File: src/rtl/boxcar_decimator_mc.sv
// Multi-channel boxcar decimator: averages 2^k interleaved samples per
// channel and emits one rounded, saturated result per channel per block.
module boxcar_decimator_mc #(
    parameter int DATA_W     = 24,
    parameter int CH_NUM     = 2,
    parameter int MAX_LOG2_R = 7,
    parameter bit ROUND_EN   = 1'b1,
    localparam int KW = (MAX_LOG2_R > 0) ? $clog2(MAX_LOG2_R + 1) : 1,
    localparam int CW = (CH_NUM > 1) ? $clog2(CH_NUM) : 1
) (
    input  logic                     clk,
    input  logic                     rst_n,
    input  logic signed [DATA_W-1:0] data_in,
    input  logic                     valid_in,
    input  logic                     first_in,
    input  logic [KW-1:0]            log2_ratio,
    input  logic                     clear,
    output logic signed [DATA_W-1:0] data_out,
    output logic [CW-1:0]            ch_out,
    output logic                     valid_out,
    output logic                     align_err
);
    localparam int AW = DATA_W + MAX_LOG2_R;
    localparam int FW = (MAX_LOG2_R > 0) ? MAX_LOG2_R : 1;
    localparam logic signed [AW:0] SAT_MAX =
        {{(MAX_LOG2_R + 2){1'b0}}, {(DATA_W - 1){1'b1}}};
    localparam logic signed [AW:0] SAT_MIN =
        {{(MAX_LOG2_R + 2){1'b1}}, {(DATA_W - 1){1'b0}}};

    logic signed [AW-1:0] r_acc [CH_NUM];
    logic [CW-1:0]        r_ch_idx;
    logic [FW-1:0]        r_frame_cnt;
    logic [KW-1:0]        r_k_act;

    logic signed [DATA_W-1:0] r_data_out;
    logic [CW-1:0]            r_ch_out;
    logic                     r_valid_out;
    logic                     r_align_err;

    logic                 w_resync;
    logic [CW-1:0]        w_ch;
    logic [FW-1:0]        w_frame;
    logic                 w_start;
    logic [KW-1:0]        w_k_req;
    logic [KW-1:0]        w_k;
    logic [FW-1:0]        w_frame_last;
    logic                 w_last;
    logic                 w_ch_wrap;
    logic signed [AW-1:0] w_din;
    logic signed [AW-1:0] w_acc_old;
    logic signed [AW-1:0] w_sum;
    logic signed [AW:0]   w_rnd;
    logic signed [AW:0]   w_rsum;
    logic signed [AW:0]   w_res;
    logic signed [DATA_W-1:0] w_sat;

    // A resync treats the current sample as channel 0, frame 0 of a fresh block
    assign w_resync  = valid_in & first_in & (r_ch_idx != '0);
    assign w_ch      = w_resync ? '0 : r_ch_idx;
    assign w_frame   = w_resync ? '0 : r_frame_cnt;
    assign w_start   = (w_ch == '0) && (w_frame == '0);
    assign w_k_req   = (int'(log2_ratio) > MAX_LOG2_R) ?
                       KW'(MAX_LOG2_R) : log2_ratio;
    // The ratio that governs a block is the one seen on its first sample
    assign w_k       = w_start ? w_k_req : r_k_act;
    assign w_frame_last = FW'((32'd1 << w_k) - 32'd1);
    assign w_last    = (w_frame == w_frame_last);
    assign w_ch_wrap = (w_ch == CW'(CH_NUM - 1));

    assign w_din     = data_in;
    assign w_acc_old = w_resync ? '0 : r_acc[w_ch];
    assign w_sum     = w_acc_old + w_din;

    assign w_rnd  = (ROUND_EN && (w_k != '0)) ?
                    ((AW + 1)'(1) << (w_k - 1'b1)) : '0;
    assign w_rsum = {w_sum[AW-1], w_sum} + w_rnd;
    assign w_res  = w_rsum >>> w_k;

    // Clamp the shifted result into the output sample range
    always_comb begin
        w_sat = w_res[DATA_W-1:0];
        if (w_res > SAT_MAX) begin
            w_sat = SAT_MAX[DATA_W-1:0];
        end else if (w_res < SAT_MIN) begin
            w_sat = SAT_MIN[DATA_W-1:0];
        end
    end

    // Accumulators, channel/frame position and the active ratio
    always_ff @(posedge clk or negedge rst_n) begin
        if (!rst_n) begin
            for (int i = 0; i < CH_NUM; i++) begin
                r_acc[i] <= '0;
            end
            r_ch_idx    <= '0;
            r_frame_cnt <= '0;
            r_k_act     <= '0;
        end else if (clear) begin
            for (int i = 0; i < CH_NUM; i++) begin
                r_acc[i] <= '0;
            end
            r_ch_idx    <= '0;
            r_frame_cnt <= '0;
            r_k_act     <= '0;
        end else if (valid_in) begin
            if (w_resync) begin
                for (int i = 0; i < CH_NUM; i++) begin
                    r_acc[i] <= '0;
                end
            end
            r_acc[w_ch] <= w_last ? '0 : w_sum;
            r_ch_idx    <= w_ch_wrap ? '0 : CW'(w_ch + 1'b1);
            if (w_ch_wrap) begin
                r_frame_cnt <= w_last ? '0 : FW'(w_frame + 1'b1);
            end else begin
                r_frame_cnt <= w_frame;
            end
            if (w_start) begin
                r_k_act <= w_k_req;
            end
        end
    end

    // Registered result strobe; data and channel hold between strobes
    always_ff @(posedge clk or negedge rst_n) begin
        if (!rst_n) begin
            r_data_out  <= '0;
            r_ch_out    <= '0;
            r_valid_out <= 1'b0;
            r_align_err <= 1'b0;
        end else begin
            r_valid_out <= 1'b0;
            r_align_err <= 1'b0;
            if (!clear && valid_in) begin
                r_align_err <= w_resync;
                if (w_last) begin
                    r_valid_out <= 1'b1;
                    r_data_out  <= w_sat;
                    r_ch_out    <= w_ch;
                end
            end
        end
    end

    assign data_out  = r_data_out;
    assign ch_out    = r_ch_out;
    assign valid_out = r_valid_out;
    assign align_err = r_align_err;

endmodule

File: config.mk
export PLATFORM = sky130hd
export DESIGN_NAME = boxcar_decimator_mc
export DESIGN_NICKNAME = d
export VERILOG_FILES = /design/src/rtl/boxcar_decimator_mc.sv
export SDC_FILE = /design/constraint.sdc
export NUM_CORES = 1
export LEC_CHECK = 0
export ABC_AREA = 1
export CORE_ASPECT_RATIO = 0.7
export CORE_MARGIN = 2
export CORE_UTILIZATION = 51
export CTS_BUF_LIST = sky130_fd_sc_hd__clkbuf_8
export CTS_CLUSTER_SIZE = 14
export DETAILED_ROUTE_END_ITERATION = 8
export PLACE_DENSITY = 0.74
export SYNTH_ARGS = -nofsm -noshare
export SYNTH_HDL_FRONTEND = slang
export SYNTH_SLANG_ARGS = --single-unit
File: constraint.sdc
create_clock -name clk -period 14.5 [get_ports clk]
set_input_delay 2.9 -clock clk [delete_from_list [all_inputs] [get_ports clk]]
set_output_delay 2.9 -clock clk [all_outputs]
set_load 0.05 [all_outputs]
==> reports/results.ini, run 1 <==
[die]
num_rows=42
dieArea_um2=20500
core_um2=18900
die_x_um=170
ios=59
start_util=0.521
die_h_um=120

[worst_setup_path]
required_ps=14730
slowest_delay_ps=710
path_class=in -> reg
critPathBufInv=6
crit_end=data_out[2]$_DFFE_PN0P_
worstPathMaxFanout=36
timing.rr.end=data_out[2]$_DFFE_PN0P_
critical_path_arrival_ps=9600
r2r_cells=35
crit_cells=37
critPathSlowestCell=a21oi_4
start_kind=primary input
critPathCaptureType=flop
r2r_start=r_ch_idx$_DFFE_PN0P_
reg2reg_slack_ps=7380
startpoint=valid_in
critPathMostFrequentCell=nand2_1
cpLargestDelayFamily=simple AND/OR/NAND/NOR gates

[logic_synthesis]
synth_area_leaders=dfrtp_1 25%, nand2_1 16%, inv_1 9.1%
yosysWarnings=0
synthDistinctLibCells=46
avgSynthCellArea_um2=6.51
synthCells=1513
synth_edf_count=0
yosys.cell_count.top_type=nand2_1
synth_top_cells_by_count=432 x nand2_1, 240 x inv_1, 100 x dfrtp_1
ys_async_sr_fraction=1.00
synthFlopType=dfrtp_1
synth-seq-cells=100
seq_area_frac_synth=0.254
syn-cell-area_um2=9850
syn-num-nets=1591
yosys.area.top_type=dfrtp_1
synth.top_cell.area_share=0.254

[detailed_routing]
finalWirelength_mm=27.5
via_per_inst=5.42
post_drt_wl_per_cell_um=15.4
vias=9699
drc=0
postRouteAntennaNets=0
drtIter0Drc=838
drt-pass1-iter-count=5

[clock_tree]
cts-root-buf=clkbuf_8
tritoncts=yes
cts_buffers=9
cts_resized=0
clockBufferDepth=2
htree_levels=3
cts-hold-fix-buffers=0
postCtsSetupRepairBufs=0
cts.sinks=100
insertion_delay_ps=400
clk_pin_slew_ps=110

[finish]
multiInputGateArea_um2=6050
nFillCells=1886
post-route-util=0.566
n_antenna_cell=0
final_cells=1788
fin_area_um2=10700
nNetsFinal=1619
drive_above_1_share=0.144
area_growth_pct=8.69
ff_latch_area_um2=2500

[placed_design]
hpwl_mm=21.3
place_inst=1772
gpl.final_weighted_congestion=1.01
place_ws_ps=4820
place_area_um2=10500
io_buffers=58

[outcome]
status=complete, no violations

[grt]
grt_pass1_vias=9011
grt_pass1_wl_mm=45.2
grt_use_total=0.276
grt.overflow.total=0
antenna_found_initial=0
grt_start_max_net_pins=59

[sta]
slew_violations=0
fmaxAchievable_mhz=107
worst_slack_ps=5130
min_period_over_period=0.646
skew_ps=20.4
hold_viol=0
fin_crit_ps=9370
rsz0062_at_grt=no
tightest_slew_ps=1240
tns_ps=0
maxSlewHeadroom=0.174
finalSetupViolations=0

[job]
cap_violations=0

[power_and_ir_drop]
p_per_area_nw_per_um2=116
p_leak_uw=0.00563
ir_worst_vdd_v=0.0000588

[worst_hold_path]
min_path_type=reg -> reg

==> per-layer routing <==
metal / wire length, µm / vias up / GRT usage
met4: 521 / 0 / 0.0684
met1: 13800 / 4438 / 0.421
li1: - / 4887 / -
met5: 0 / - / 0
met3: 1890 / 43 / 0.0406
met2: 11300 / 331 / 0.410
==> flip-flops by register name, indices dropped and copies added, names as in the netlist <==
| register | cells |
|---|---|
| r_acc | 62 |
| data_out | 24 |
| r_frame_cnt | 7 |
| r_k_act | 3 |
| align_err | 1 |
| ch_out | 1 |
| r_ch_idx | 1 |
| valid_out | 1 |
==> worst min path at each step <==
stage | startpoint | slack, ps | cells past startpoint | endpoint
floorplan | r_frame_cnt[6]$_DFFE_PN0P_ | 480 | 2 | r_frame_cnt[6]$_DFFE_PN0P_
global placement | data_out[23]$_DFFE_PN0P_ | 490 | 2 | data_out[23]$_DFFE_PN0P_
detailed placement | data_out[23]$_DFFE_PN0P_ | 490 | 2 | data_out[23]$_DFFE_PN0P_
CTS | data_out[23]$_DFFE_PN0P_ | 510 | 2 | data_out[23]$_DFFE_PN0P_
global route | data_out[23]$_DFFE_PN0P_ | 530 | 2 | data_out[23]$_DFFE_PN0P_
finish | data_out[23]$_DFFE_PN0P_ | 500 | 2 | data_out[23]$_DFFE_PN0P_
==> cell type report <==
type	count	area share
multi-input cells	1089	0.565
clock inverters	7	0.00549
inverters	275	0.0964
repair buffers	66	0.0596
clock buffers	9	0.0116
flip-flops and latches	100	0.234
well taps	242	0.0283
==> per-stage QoR <==
| step | power (µW) | hold slack [ps] |
|---|---|---|
| floorplan | 888 | 481 |
| global placement | 1050 | 486 |
| detailed placement | 1050 | 486 |
| CTS | 1240 | 512 |
| global route | 1340 | 534 |
| finish | 1240 | 504 |
==> placed cells by master, fill, tap and decap left out, types with 4 or more instances in the layout <==
cell type        count
nor2_8               4
xor2_1              29
nand2_4              6
nand2_1            432
nor3_1               7
a21oi_1             30
buf_4                9
inv_1              241
nand4_1             18
nor2_1              72
mux2i_1              5
dfrtp_1            100
clkbuf_8             9
xnor2_1              6
inv_2               33
nand2_2             55
nor2_4               6
o22ai_1             98
o21ai_0             67
o211ai_1             4
nand3_2             24
nand3_1             95
or2_2               24
ha_1                44
a21oi_2             20
clkdlybuf4s50_1     57
nor2_2              18
==> power breakdown <==
group          total, µW  switching (µW)  internal (µW)
sequential           318            10.3            307
clock                182             116           65.3
combinational        742             507            236
total               1240             633            608
==> kinds of logic after synthesis <==
kind of cell	count (synthesis)	share of synthesized area
and+or+nand+nor	769	0.370
buffers and inverters	324	0.134
AOI/OAI and AO/OA	233	0.144
DFF	100	0.254
adders and majority gates	46	0.0600
xor gates and xnor gates	36	0.0328
muxes	5	0.00508
==> worst reg2reg max path: cells and delay by family, from the launching register on <==
| family | cells | cell delay (ps) |
|---|---|---|
| and+or+nand+nor | 23 | 3500 |
| buffers and inverters | 5 | 1290 |
| DFF | 1 | 370 |
| adders and majority gates | 3 | 730 |
| AOI/OAI and AO/OA | 4 | 1070 |
(Power assumes the default switching activity.)
==> run 2: changes to the inputs <==
- clock period: 14.5 -> 9.7 ns (I/O delays scaled with it)
==> run 2 against run 1 <==
Against the previous run: global-route usage up 0.48 points; clock skew up 12 ps; critical endpoint is now data_out[0]$_DFFE_PN0P_; critical path depth up 1; via count about the same; highest routed layer unchanged; sequential power up 49%; hold slack worse by 2.3 ps.
==> reports/results.ini, run 2 (synthesis gave the netlist of run 1 again) <==
[sta]
maxSlewHeadroom=0.304
hold_viol=0
skew_ps=32.3
fmaxAchievable_mhz=125
tns_ps=0
rsz0062_at_grt=no
tightest_slew_ps=1040
fin_crit_ps=8030
slew_violations=0
finalSetupViolations=0
min_period_over_period=0.828

[detailed_routing]
vias=9706
finalWirelength_mm=28.0
via_per_inst=5.42
postRouteAntennaNets=0
route.met3.wl_mm=1.88
post_drt_wl_per_cell_um=15.6
drc=0
wl_met2_mm=11.4
drt-met1-wl_mm=14.2
drtIter0Drc=957
top_layer_used=met4
drt-pass1-iter-count=5

[worst_setup_path]
critPathSlowestCell=a21oi_4
critical_path_arrival_ps=8270
start_kind=primary input
critPathCaptureType=flop
path_class=in -> reg
reg2reg_slack_ps=3330
r2r_cells=31
required_ps=9940
worstPathMaxFanout=31
slowest_delay_ps=700
critPathMostFrequentCell=nand2_1

[clock_tree]
htree_levels=3
postCtsSetupRepairBufs=0
tritoncts=yes
clockBufferDepth=2
cts-hold-fix-buffers=0
cts_resized=0
cts-root-buf=clkbuf_8
cts.sinks=100
insertion_delay_ps=420
cts_buffers=9
clk_pin_slew_ps=110

[job]
cap_violations=0

[finish]
largest_reg_flops=62
drive_above_1_share=0.147
layout_commonest_cell=nand2_1
largest_register=r_acc
n_antenna_cell=0
area_growth_pct=9.16
layout_common_cells=432 x nand2_1, 240 x inv_1, 100 x dfrtp_1
nNetsFinal=1622

[grt]
grt.overflow.total=0
grt_start_max_net_pins=61
grt_use_total=0.281
grt_pass1_vias=9118
grt_pass1_wl_mm=45.6
antenna_found_initial=0

[power_and_ir_drop]
power_frac_seq=0.251
total_power_uw=1900
power.internal_uw=939
ir_worst_vdd_v=0.0000883
p_comb_frac=0.590
p_leak_uw=0.00566
switching_power_uw=957
clkPwrFrac=0.159
p_per_area_nw_per_um2=176
power.share.switching=0.505

[placed_design]
gpl.final_weighted_congestion=0.983
io_buffers=58
hpwl_mm=21.7

[die]
ios=59
dieArea_um2=20500
core_um2=18900
start_util=0.521
die_h_um=120
num_rows=42
die_x_um=170

[worst_hold_path]
hold_depth=2
min_path_type=reg -> reg

[outcome]
status=complete, no violations

## run 2: worst paths after layout
| kind | start | end |
|---|---|---|
| worst max-delay path | valid_in | data_out[0]$_DFFE_PN0P_ |
| worst min-delay path | data_out[23]$_DFFE_PN0P_ | data_out[23]$_DFFE_PN0P_ |
| worst max register to register | r_ch_idx$_DFFE_PN0P_ | data_out[0]$_DFFE_PN0P_ |
| worst min register to register | data_out[23]$_DFFE_PN0P_ | data_out[23]$_DFFE_PN0P_ |
| max in group asynchronous | rst_n | data_out[16]$_DFFE_PN0P_ |
| min in group asynchronous | rst_n | r_acc[38]$_DFFE_PN0P_ |
## run 2: layer usage
metal  track usage  vias to the layer above
met5             0                        -
met3        0.0373                       34
li1              -                     4892
met4        0.0721                        0
met2         0.416                      335
met1         0.430                     4445
## run 2: critical path, delay by kind of cell
kind / cells / cell delay, ps
buf+inv: 5 / 1060
simple gates: 23 / 2900
fa+ha+maj: 4 / 930
compound gates: 6 / 1390
## run 2: stage by stage
| stage | area (µm²) | cells | hold WS, ps | worst slack, ps | utilization |
|---|---|---|---|---|---|
| final | 10800 | 1791 | 501 | 1670 | 0.568 |
| after global routing | 10800 | 1791 | 563 | 1050 | 0.568 |
| after CTS | 10800 | 1791 | 504 | 1730 | 0.568 |
| after detailed placement | 10500 | 1775 | 477 | 1270 | 0.557 |
| after global placement | 10500 | 1775 | 480 | 1510 | 0.557 |
| after floorplan | 9850 | 1513 | 481 | 3070 | - |
## run 2: cell type report
cell class,instances,area (µm²)
clock buffer,9,124
tap,242,303
inverter,275,1030
multi-input combinational,1089,6050
fill,1853,8170
clock inverter,7,82.6
timing repair buffer,69,661
sequential,100,2500
## run 2: power by group through the flow
stage	registers, µW	logic, µW	clock network [µW]
after floorplan	542	785	0
after global placement	482	1090	0
after detailed placement	484	1090	0
after CTS	476	1100	308
after global routing	480	1240	322
final	475	1120	302
==> run 3: changes to the inputs <==
- PLACE_DENSITY: 0.74 -> 0.77
- clock period: 9.7 -> 6.9 ns (I/O delays scaled with it)
==> run 3 against run 2 <==
Against the previous run: global-route usage down 0.45 points; sequential share of layout area down 0.23 points; critical path depth up 1; total power up 39%; non-clock buffer count up 12.
==> reports/results.ini, run 3 (synthesis gave the netlist of run 1 again) <==
[power_and_ir_drop]
p_per_area_nw_per_um2=242
ir_worst_vdd_v=0.000173
p_leak_uw=0.00572

[finish]
post-route-util=0.574
area_growth_pct=10.2
layout_commonest_cell=nand2_1
largest_register=r_acc
largest_reg_flops=62
nNetsFinal=1634
drive_above_1_share=0.154
layout_common_cells=431 x nand2_1, 240 x inv_1, 100 x dfrtp_1
n_antenna_cell=0

[grt]
grt_pass1_vias=9050
grt_use_total=0.277
grt.overflow.total=0
grt_pass1_wl_mm=45.4
grt_start_max_net_pins=58
antenna_found_initial=0

[die]
ios=59
die_h_um=120
die_x_um=170
start_util=0.521
num_rows=42
dieArea_um2=20500
core_um2=18900

[worst_setup_path]
slowest_delay_ps=480
required_ps=7180
path_class=in -> reg
start_kind=primary input
worstPathMaxFanout=23
critPathMostFrequentCell=nand2_1
critPathCaptureType=flop
critPathSlowestCell=clkdlybuf4s50_1
critical_path_arrival_ps=6680

[sta]
slew_violations=0
finalSetupViolations=0
rsz0062_at_grt=no
fin_crit_ps=6400
skew_ps=19.3
tightest_slew_ps=1010
hold_viol=0
tns_ps=0
maxSlewHeadroom=0.322
worst_slack_ps=502
fmaxAchievable_mhz=156
min_period_over_period=0.927

[clock_tree]
postCtsSetupRepairBufs=0
cts_buffers=9
clk_pin_slew_ps=100
cts.sinks=100
clockBufferDepth=2
tritoncts=yes
insertion_delay_ps=410
cts-root-buf=clkbuf_8
htree_levels=3

[outcome]
status=complete, no violations

[placed_design]
io_buffers=58
place_ws_ps=52.8
gpl.final_weighted_congestion=0.966
hpwl_mm=21.3

[detailed_routing]
drc=0
via_per_inst=5.44
vias=9803
drtIter0Drc=1011
post_drt_wl_per_cell_um=15.2
postRouteAntennaNets=0
finalWirelength_mm=27.4
drt-pass1-iter-count=6

[job]
cap_violations=0

[worst_hold_path]
min_path_type=reg -> reg

## run 3: routing by layer
metal / part of all wire / vias up / track usage
li1: - / 4905 / -
met1: 0.49 / 4510 / 0.420
met2: 0.41 / 360 / 0.403
met3: 0.086 / 28 / 0.0534
met4: 0.014 / 0 / 0.0630
met5: 0 / - / 0
## run 3: worst max-delay path: cells and delay by family
family | cells | cell delay (ps)
and+or+nand+nor | 24 | 2960
buffers and inverters | 7 | 1080
adders and majority gates | 3 | 670
AOI/OAI and AO/OA | 5 | 570
## run 3: cell type report
type                       count  area [µm²]
inverter                     275        1030
fill                        1847        8060
multi-input combinational   1089        6060
sequential                   100        2500
timing repair buffer          81         763
clock buffer                  12         165
tap                          242         303
clock inverter                 4        30.0
## run 3: report_power, final
| part | leakage, µW | total (µW) | switching [µW] | internal, µW |
|---|---|---|---|---|
| combinational | 0.00425 | 1570 | 1060 | 510 |
| sequential | 0.00137 | 669 | 23.3 | 646 |
| clock | 0.0000994 | 390 | 227 | 163 |
| total | 0.00572 | 2630 | 1310 | 1320 |
## run 3: worst paths after layout
kind | from | endpoint | slack, ps | cells after the start
setup / recovery | valid_in | data_out[1]$_DFFE_PN0P_ | 500 | 39
setup reg to reg | r_ch_idx$_DFFE_PN0P_ | data_out[1]$_DFFE_PN0P_ | 1600 | 32
hold reg to reg | data_out[23]$_DFFE_PN0P_ | data_out[23]$_DFFE_PN0P_ | 490 | 2
min in group asynchronous | rst_n | r_acc[37]$_DFFE_PN0P_ | 950 | 1
max in group asynchronous | rst_n | r_acc[28]$_DFFE_PN0P_ | 4800 | 2
hold / removal | data_out[23]$_DFFE_PN0P_ | data_out[23]$_DFFE_PN0P_ | 490 | 2
## run 3: repair_timing
action	4_1_cts	5_1_grt
endpoints found under the setup margin	0	23
gates resized for setup	0	3
hold buffers	0	0
## run 3: stage by stage
| stage | total power (µW) | area, µm² | hold WS (ps) | instances |
|---|---|---|---|---|
| after floorplan | 1870 | 9850 | 481 | 1513 |
| after global placement | 2200 | 10600 | 478 | 1787 |
| after detailed placement | 2220 | 10600 | 478 | 1787 |
| after CTS | 2610 | 10800 | 502 | 1803 |
| after global routing | 2840 | 10900 | 548 | 1803 |
| final | 2630 | 10900 | 493 | 1803 |
